===== config.mk =====
export PLATFORM = sky130hd
export DESIGN_NAME = dmem_lsu
export DESIGN_NICKNAME = d
export VERILOG_FILES = /design/src/rtl/dmem_lsu.sv
export SDC_FILE = /design/constraint.sdc
export NUM_CORES = 1
export LEC_CHECK = 0
export BUFFER_PORTS_ARGS = -buffer_cell sky130_fd_sc_hd__buf_2
export CAP_MARGIN = 0
export CORE_AREA = 5 5 147 149
export CTS_CLUSTER_DIAMETER = 150
export DETAILED_ROUTE_END_ITERATION = 8
export DIE_AREA = 0 0 152 154
export GPL_ROUTABILITY_DRIVEN = 0
export PLACE_DENSITY = 0.74
export RECOVER_POWER = 25
export SETUP_SLACK_MARGIN = 0.15
export SLEW_MARGIN = 15
export SYNTH_ARGS = -nofsm -noshare
export SYNTH_HDL_FRONTEND = slang
export SYNTH_SLANG_ARGS = --single-unit

===== constraint.sdc =====
create_clock -name clk -period 5.3 [get_ports clk]
set_input_delay 1.06 -clock clk [delete_from_list [all_inputs] [get_ports clk]]
set_output_delay 1.06 -clock clk [all_outputs]
set_load 0.01 [all_outputs]

===== src/rtl/dmem_lsu.sv =====
// Load/store unit between the execute stage and byte-addressed dmem.
// Word-crossing accesses are split into two word beats; bad requests complete with rsp_err and never write.
//
//   state | meaning
//   IDLE  | waiting for a request, req_ready high
//   ACC0  | first (or only) word beat on the dmem port
//   ACC1  | second word beat of a word-crossing access
//   DONE  | one-cycle response pulse
module dmem_lsu #(
    parameter int unsigned MEM_BYTES      = 128,
    parameter bit          ALLOW_MISALIGN = 1'b1
) (
    input  logic        clk,
    input  logic        rst_n,
    input  logic        req_valid,
    output logic        req_ready,
    input  logic        req_we,
    input  logic [2:0]  req_funct3,
    input  logic [31:0] req_addr,
    input  logic [31:0] req_wdata,
    output logic        rsp_valid,
    output logic [31:0] rsp_rdata,
    output logic        rsp_err,
    output logic [31:0] daddr,
    output logic [31:0] dwdata,
    output logic [3:0]  dwe,
    input  logic [31:0] drdata
);

    typedef enum logic [1:0] {IDLE, ACC0, ACC1, DONE} state_t;

    state_t      state;
    logic        we_q;
    logic [2:0]  f3_q;
    logic [31:0] addr_q;
    logic [31:0] wdata_q;
    logic        err_q;
    logic [31:0] acc_q;
    logic [31:0] rdata_q;

    logic [2:0]  req_size;
    logic [2:0]  req_last;
    logic [32:0] req_end;
    logic        req_legal;
    logic        req_err;

    logic [1:0]  off;
    logic [2:0]  size_q;
    logic [2:0]  last_q;
    logic        split;
    logic [3:0]  lane0;
    logic [3:0]  lane1;
    logic [4:0]  sh0;
    logic [5:0]  sh1;

    function automatic logic [31:0] extend(input logic [2:0] f3, input logic [31:0] raw);
        logic [31:0] v;
        v = raw;
        case (f3)
            3'b000:  v = {{24{raw[7]}}, raw[7:0]};
            3'b001:  v = {{16{raw[15]}}, raw[15:0]};
            3'b100:  v = {24'd0, raw[7:0]};
            3'b101:  v = {16'd0, raw[15:0]};
            default: v = raw;
        endcase
        return v;
    endfunction

    // 33-bit end address so a request wrapping past 2^32 is seen as out of range
    always_comb begin
        case (req_funct3[1:0])
            2'b00:   req_size = 3'd1;
            2'b01:   req_size = 3'd2;
            default: req_size = 3'd4;
        endcase
        req_legal = (req_funct3 == 3'b000) || (req_funct3 == 3'b001) || (req_funct3 == 3'b010) ||
                    (!req_we && ((req_funct3 == 3'b100) || (req_funct3 == 3'b101)));
        req_last  = {1'b0, req_addr[1:0]} + req_size - 3'd1;
        req_end   = {1'b0, req_addr} + {30'd0, req_size} - 33'd1;
        req_err   = !req_legal || ((req_last > 3'd3) && !ALLOW_MISALIGN) ||
                    (req_end >= 33'(MEM_BYTES));
    end

    always_comb begin
        off = addr_q[1:0];
        case (f3_q[1:0])
            2'b00:   size_q = 3'd1;
            2'b01:   size_q = 3'd2;
            default: size_q = 3'd4;
        endcase
        last_q = {1'b0, off} + size_q - 3'd1;
        split  = last_q > 3'd3;
        sh0    = {off, 3'b000};
        sh1    = 6'd32 - {1'b0, off, 3'b000};
        lane0  = 4'd0;
        lane1  = 4'd0;
        for (int i = 0; i < 4; i++) begin
            lane0[i] = (3'(i) >= {1'b0, off}) && (3'(i) <= last_q);
            lane1[i] = (3'(i) + 3'd4) <= last_q;
        end
    end

    // Outputs are decoded from registered state; all of them are forced low while rst_n is low.
    always_comb begin
        req_ready = (state == IDLE) && rst_n;
        daddr     = 32'd0;
        dwdata    = 32'd0;
        dwe       = 4'd0;
        if (rst_n && state == ACC0) begin
            daddr  = {addr_q[31:2], 2'b00};
            dwdata = wdata_q << sh0;
            dwe    = we_q ? lane0 : 4'd0;
        end else if (rst_n && state == ACC1) begin
            daddr  = {addr_q[31:2], 2'b00} + 32'd4;
            dwdata = wdata_q >> sh1;
            dwe    = we_q ? lane1 : 4'd0;
        end
        rsp_valid = rst_n && (state == DONE);
        rsp_err   = rsp_valid && err_q;
        rsp_rdata = rsp_valid ? rdata_q : 32'd0;
    end

    always_ff @(posedge clk) begin
        if (!rst_n) begin
            state   <= IDLE;
            we_q    <= 1'b0;
            f3_q    <= 3'd0;
            addr_q  <= 32'd0;
            wdata_q <= 32'd0;
            err_q   <= 1'b0;
            acc_q   <= 32'd0;
            rdata_q <= 32'd0;
        end else begin
            case (state)
                IDLE: begin
                    if (req_valid) begin
                        we_q    <= req_we;
                        f3_q    <= req_funct3;
                        addr_q  <= req_addr;
                        wdata_q <= req_wdata;
                        err_q   <= req_err;
                        acc_q   <= 32'd0;
                        rdata_q <= 32'd0;
                        state   <= req_err ? DONE : ACC0;
                    end
                end
                ACC0: begin
                    acc_q <= drdata >> sh0;
                    if (split) begin
                        state <= ACC1;
                    end else begin
                        rdata_q <= we_q ? 32'd0 : extend(f3_q, drdata >> sh0);
                        state   <= DONE;
                    end
                end
                ACC1: begin
                    // upper bytes above the access size are dropped by the extension
                    rdata_q <= we_q ? 32'd0 : extend(f3_q, acc_q | (drdata << sh1));
                    state   <= DONE;
                end
                DONE:    state <= IDLE;
                default: state <= IDLE;
            endcase
        end
    end

endmodule


# ---- Yosys cells after proc, flatten, opt, wreduce, memory -nomap -nowiden
# Cells that the tools add are included.
dict set report totals {
  latch_bits 0
  in_bits 103
  mem_bits_rw 0
  rom_bits 0
  out_inout_bits 103
  memories 0
  register_bits 135
}
dict set report op_classes {
  shifts 4
  bitwise_logic 1
  addsub 6
  n_lt_le_gt_ge 13
  mul 0
  mux 23
  n_reduce_logical 26
  eq_ne 14
  div 0
}
# cell n
set op_table {}
lappend op_table {{$mux 32} 9}
lappend op_table {{$pmux 32 s4} 2}
lappend op_table {{$pmux 32 s3} 1}
lappend op_table {{$pmux 32 s2} 1}
lappend op_table {{$add 32x3->33} 1}
lappend op_table {{$ge 33x8->1 const B} 1}
lappend op_table {{$sub 33x1->33 const B} 1}
lappend op_table {{$add 32x3->32 const B} 1}
lappend op_table {{$or 32x32->32} 1}
lappend op_table {{$shl 32x5->32} 1}
lappend op_table {{$shl 32x6->32} 1}
lappend op_table {{$shr 32x5->32} 1}
lappend op_table {{$shr 32x6->32} 1}
lappend op_table {{$mux 4} 4}
lappend op_table {{$eq 3x3->1 const B} 4}
lappend op_table {{$le 3x3->1 const A} 4}
lappend op_table {{$pmux 3 s2} 2}
lappend op_table {{$logic_and 1x1->1} 9}
lappend op_table {{$pmux 2 s4} 1}
lappend op_table {{$eq 2x1->1 const B} 3}
lappend op_table {{$eq 3x1->1 const B} 2}
lappend op_table {{$le 1x3->1 const A} 2}
lappend op_table {{$le 2x3->1 const A} 2}
lappend op_table {{$logic_not 2->1} 3}
lappend op_table {{other kinds (18)} 29}

# ---- Logic depth before layout (Yosys ltp)
dict set report depth {
  depth_word 9
  mapped_depth 17
  depth_no_buf 16
}

# ---- Worst setup path after synthesis
# Ideal clock, no wire load.
dict set report synth_timing {
  path_type {register to output}
  startpoint {register addr_q[0]}
  endpoint {output port dwdata[7]}
  slack_ns 0.648
  required_ns 4.240
  arrival_ns 3.592
  path_buffers 7
  stages_incl_launch_ff 13
  cell_sequence {dfxtp_1 clkbuf_1 inv_1 clkbuf_1 clkbuf_1 buf_1 ha_1 clkbuf_1 buf_1 clkbuf_1 mux2i_1 nand2_1 a32o_1}
}
dict set report synth_between {
  elab_chain_len 4
  elab_cells_between_ends 5
}
# item line
set synth_lines {}
lappend synth_lines {{from (decl)} 35} ;# logic [31:0] addr_q;
lappend synth_lines {{from (signal assigned)} 139} ;# addr_q <= req_addr;
lappend synth_lines {{$sub 6x5->6} 94} ;# sh1 = 6'd32 - {1'b0, off, 3'b000};
lappend synth_lines {{$shr 32x6->32} 115} ;# dwdata = wdata_q >> sh1;
lappend synth_lines {{$mux 32} 113} ;# end else if (rst_n && state == ACC1) begin
lappend synth_lines {{$mux 32 (*)} 109} ;# if (rst_n && state == ACC0) begin
lappend synth_lines {{to (decl)} 25} ;# output logic [31:0] dwdata,
# Every way passes the cells marked *; elsewhere a longest branch is shown, timed or not.

# ---- Worst setup path in the final report
dict set report layout_timing {
  startpoint {input port rst_n}
  endpoint {output port daddr[31]}
}
dict set report layout_between {
  elab_chain_len 3
  elab_cells_between_ends 4
}
# item line
set layout_lines {}
lappend layout_lines {{from (decl)} 14} ;# input logic rst_n,
lappend layout_lines {{$logic_and 1x1->1} 113}
lappend layout_lines {{$mux 32} 113}
lappend layout_lines {{$mux 32 (*)} 109}
lappend layout_lines {{to (decl)} 24} ;# output logic [31:0] daddr,
# Marks and branches as above.

==> results.yml <==
status:
  status: "complete, but fails checks"
  violations: "capacitance limit, slew limit"
clock_tree:
  cts_buffer_depth: 2
  cts_setup_buffers: 0
  hold_buffers: 0
  cts_made_buffers: 17
  cts_resized: 0
  cts_max_level: 4
  cts_tree: "built"
  insertion_delay_ps: 420
  clock-sinks: 135
  clk_pin_slew_ps: 60
  cts-root-buf: "clkbuf_16"
yosys:
  ys_ff_latch: 135
  netlist_instances: 1501
  synth_area_per_cell_sq_um: 7.20
  synth_top_area_frac: 0.250
  yosysTopAreaCell: "dfxtp_1"
  synth-main-ff-cell: "dfxtp_1"
  ys.warnings.count: 0
  synth_area_sq_um: 10800
  synth_enable_flop_cells: 0
  ys_top_cells_by_area: "dfxtp_1, nand2_1, ha_1, a21boi_0, mux2i_1"
  synth_cell_types: 75
  yosysSeqAreaShare: 0.250
  async_flop_share: 0
final_layout:
  synthToLayoutAreaGrowth_pct: 14.7
  final_common_cell: "nand2_1"
  drive_above_1_share: 0.173
  finalCoreUtilization: 0.619
  fin_nets: 1785
  fill_cells: 1937
  postLayoutCellArea_sq_um: 12400
  n_antenna_cell: 0
  most-common-layout-cells: "nand2_1, buf_2, dfxtp_1, nor2_1, a21oi_1"
setup_path:
  cpPeakStageDelay_ps: 660
  path_class: "in2out"
  reg2reg_slack_ps: 1360
  start_kind: "input pin"
  crit_fanout: 5
  r2r_start: "addr_q[0]$_SDFFE_PN0P_"
  slowest_stage: "nor3_1"
  required_ps: 4240
  cp_common_cell: "nand4_1"
  worstPathCellList: "buf_4 > nand2_1 > nand4_1 > nor3_1 > nor2b_1 > nand2b_1 > nor2_1 > nand4_1 > or3_1 > a21oi_1 > buf_2"
  worstRegToRegCells: 13
  cp.arrival_ps: 3770
  endpoint_kind: "primary output"
  timing.rr.end: "rdata_q[6]$_SDFFE_PN0P_"
pwr:
  p_int_mw: 2.56
  max-vdd-ir-drop_v: 0.000320
  power.density_nw_per_um2: 369
  power_switching_share: 0.441
  power.share.sequential: 0.307
  combPwrFrac: 0.440
  clockPowerShare: 0.253
  total_leakage_power_nw: 5.12
  total_power_mw: 4.57
  power.switching_mw: 2.02
place:
  portBuffers: 203
  hpwl_mm: 24.6
  dpl_cell_area_sq_um: 11800
route:
  wl_per_cell_um: 17.7
  vias_per_cell: 6.00
  drt_wl_total_mm: 34.0
  drtIter0Drc: 1019
  drc: 0
  vias: 11500
  drtPass1Iterations: 5
  antenna_left: 0
worst_hold_path:
  hold_class: "reg2reg"
  worstHoldStart: "rdata_q[11]$_SDFFE_PN0P_"
  min_path_cells: 2
  hold_end: "rdata_q[11]$_SDFFE_PN0P_"
timing:
  tns_ps: 0
  rsz0062_at_grt: "no"
  fin_crit_sh: 0.912
  slew-limit-headroom: -0.892
  worst_slew_pin_slew_ps: 2840
  timing.hold.ws_ps: 469
  fin_skew_ps: 7.67
  setup_viol: 0
  fin_crit_ps: 4830
  fmax_ghz: 0.207
  hold_violations: 0
  slew_violations: 98
die:
  boundaryPins: 206
  dieWidth_um: 152
  num_rows: 52
  start_util: 0.540
  dieArea_sq_um: 23400
  die_h_um: 154
  core_sq_um: 20000
grt:
  grt_start_max_net_pins: 92
  grt.total_usage: 0.276
  grt_pass1_wl_mm: 54.7
  grt_overflow: 0
  antenna_found_initial: 1
  first_global_vias: 10600
run:
  max_cap_violations: 2
worst max-delay path, delay by kind of cell:
| family | cells | cell delay (ps) |
|---|---|---|
| AO/OA/AOI/OAI | 1 | 140 |
| buffers and inverters | 2 | 270 |
| AND/OR/NAND/NOR | 8 | 2300 |
kinds of logic after synthesis:
group	after synthesis	synth area share
xor gates and xnor gates	37	0.0300
other	1	0.000347
AOI/OAI and AO/OA	443	0.272
adders and majority gates	47	0.0551
and+or+nand+nor	603	0.261
muxes	67	0.0656
DFF	135	0.250
buffers and inverters	168	0.0662
worst max-delay path by stage:
| stage | startpoint | end | depth (start not counted) |
|---|---|---|---|
| detailed placement | rst_n | daddr[31] | 11 |
| finish | rst_n | daddr[31] | 11 |
| global route | state[1]$_SDFFE_PN0P_ | daddr[31] | 12 |
| CTS | state[1]$_SDFFE_PN0P_ | daddr[31] | 12 |
| global placement | rst_n | daddr[31] | 11 |
| floorplan | addr_q[0]$_SDFFE_PN0P_ | dwdata[7] | 12 |
layer usage:
layer,global-route usage,wire (um)
met5,0,16
met2,0.450,15800
met1,0.364,14500
met4,0.0972,928
met3,0.0568,2770
per-stage QoR:
step,instances,worst slack [ps]
after CTS,1918,479
after global placement,1886,616
after detailed placement,1886,507
final,1918,466
after floorplan,1502,648
after global routing,1918,225
cell type report:
type,instances,area (sq um),share of cell area
clock buffer,18,429,0.0346
tap,270,338,0.0272
timing repair buffer,222,1160,0.0933
sequential,135,2710,0.218
multi-input combinational,1199,7410,0.597
clock inverter,14,138,0.0111
inverter,60,225,0.0182
registers in the layout, indices dropped and copies added (netlist names):
name,count
err_q,1
acc_q,32
we_q,1
wdata_q,32
f3_q,3
addr_q,32
state,2
rdata_q,32
Yosys cell counts, types with 5 or more instances:
library cell	number
a211oi_1	12
a21boi_0	76
a21o_1	7
a21oi_1	95
a22oi_1	35
a311oi_1	8
a32o_1	9
a32oi_1	12
and2_1	21
and3_1	36
and3b_1	8
buf_1	12
buf_4	6
clkbuf_1	81
dfxtp_1	135
ha_1	46
inv_1	58
mux2_2	11
mux2i_1	54
nand2_1	287
nand2b_1	6
nand3_1	15
nand4_1	20
nor2_1	96
nor2b_1	59
nor3_1	24
o211ai_1	11
o21a_1	17
o21ai_0	87
o21ai_1	6
o221ai_1	9
o22ai_1	24
o31ai_1	5
or3_1	9
xnor2_1	16
xor2_1	21
power groups by stage:
| stage | logic (mW) | clock network [mW] | registers [mW] |
|---|---|---|---|
| final | 2.01 | 1.16 | 1.40 |
| after global routing | 2.21 | 1.22 | 1.43 |
| after CTS | 1.99 | 1.17 | 1.40 |
| after detailed placement | 1.98 | 0 | 1.42 |
| after global placement | 1.95 | 0 | 1.41 |
| after floorplan | 1.49 | 0 | 1.34 |
No activity file was read; power rests on OpenSTA's default activity.
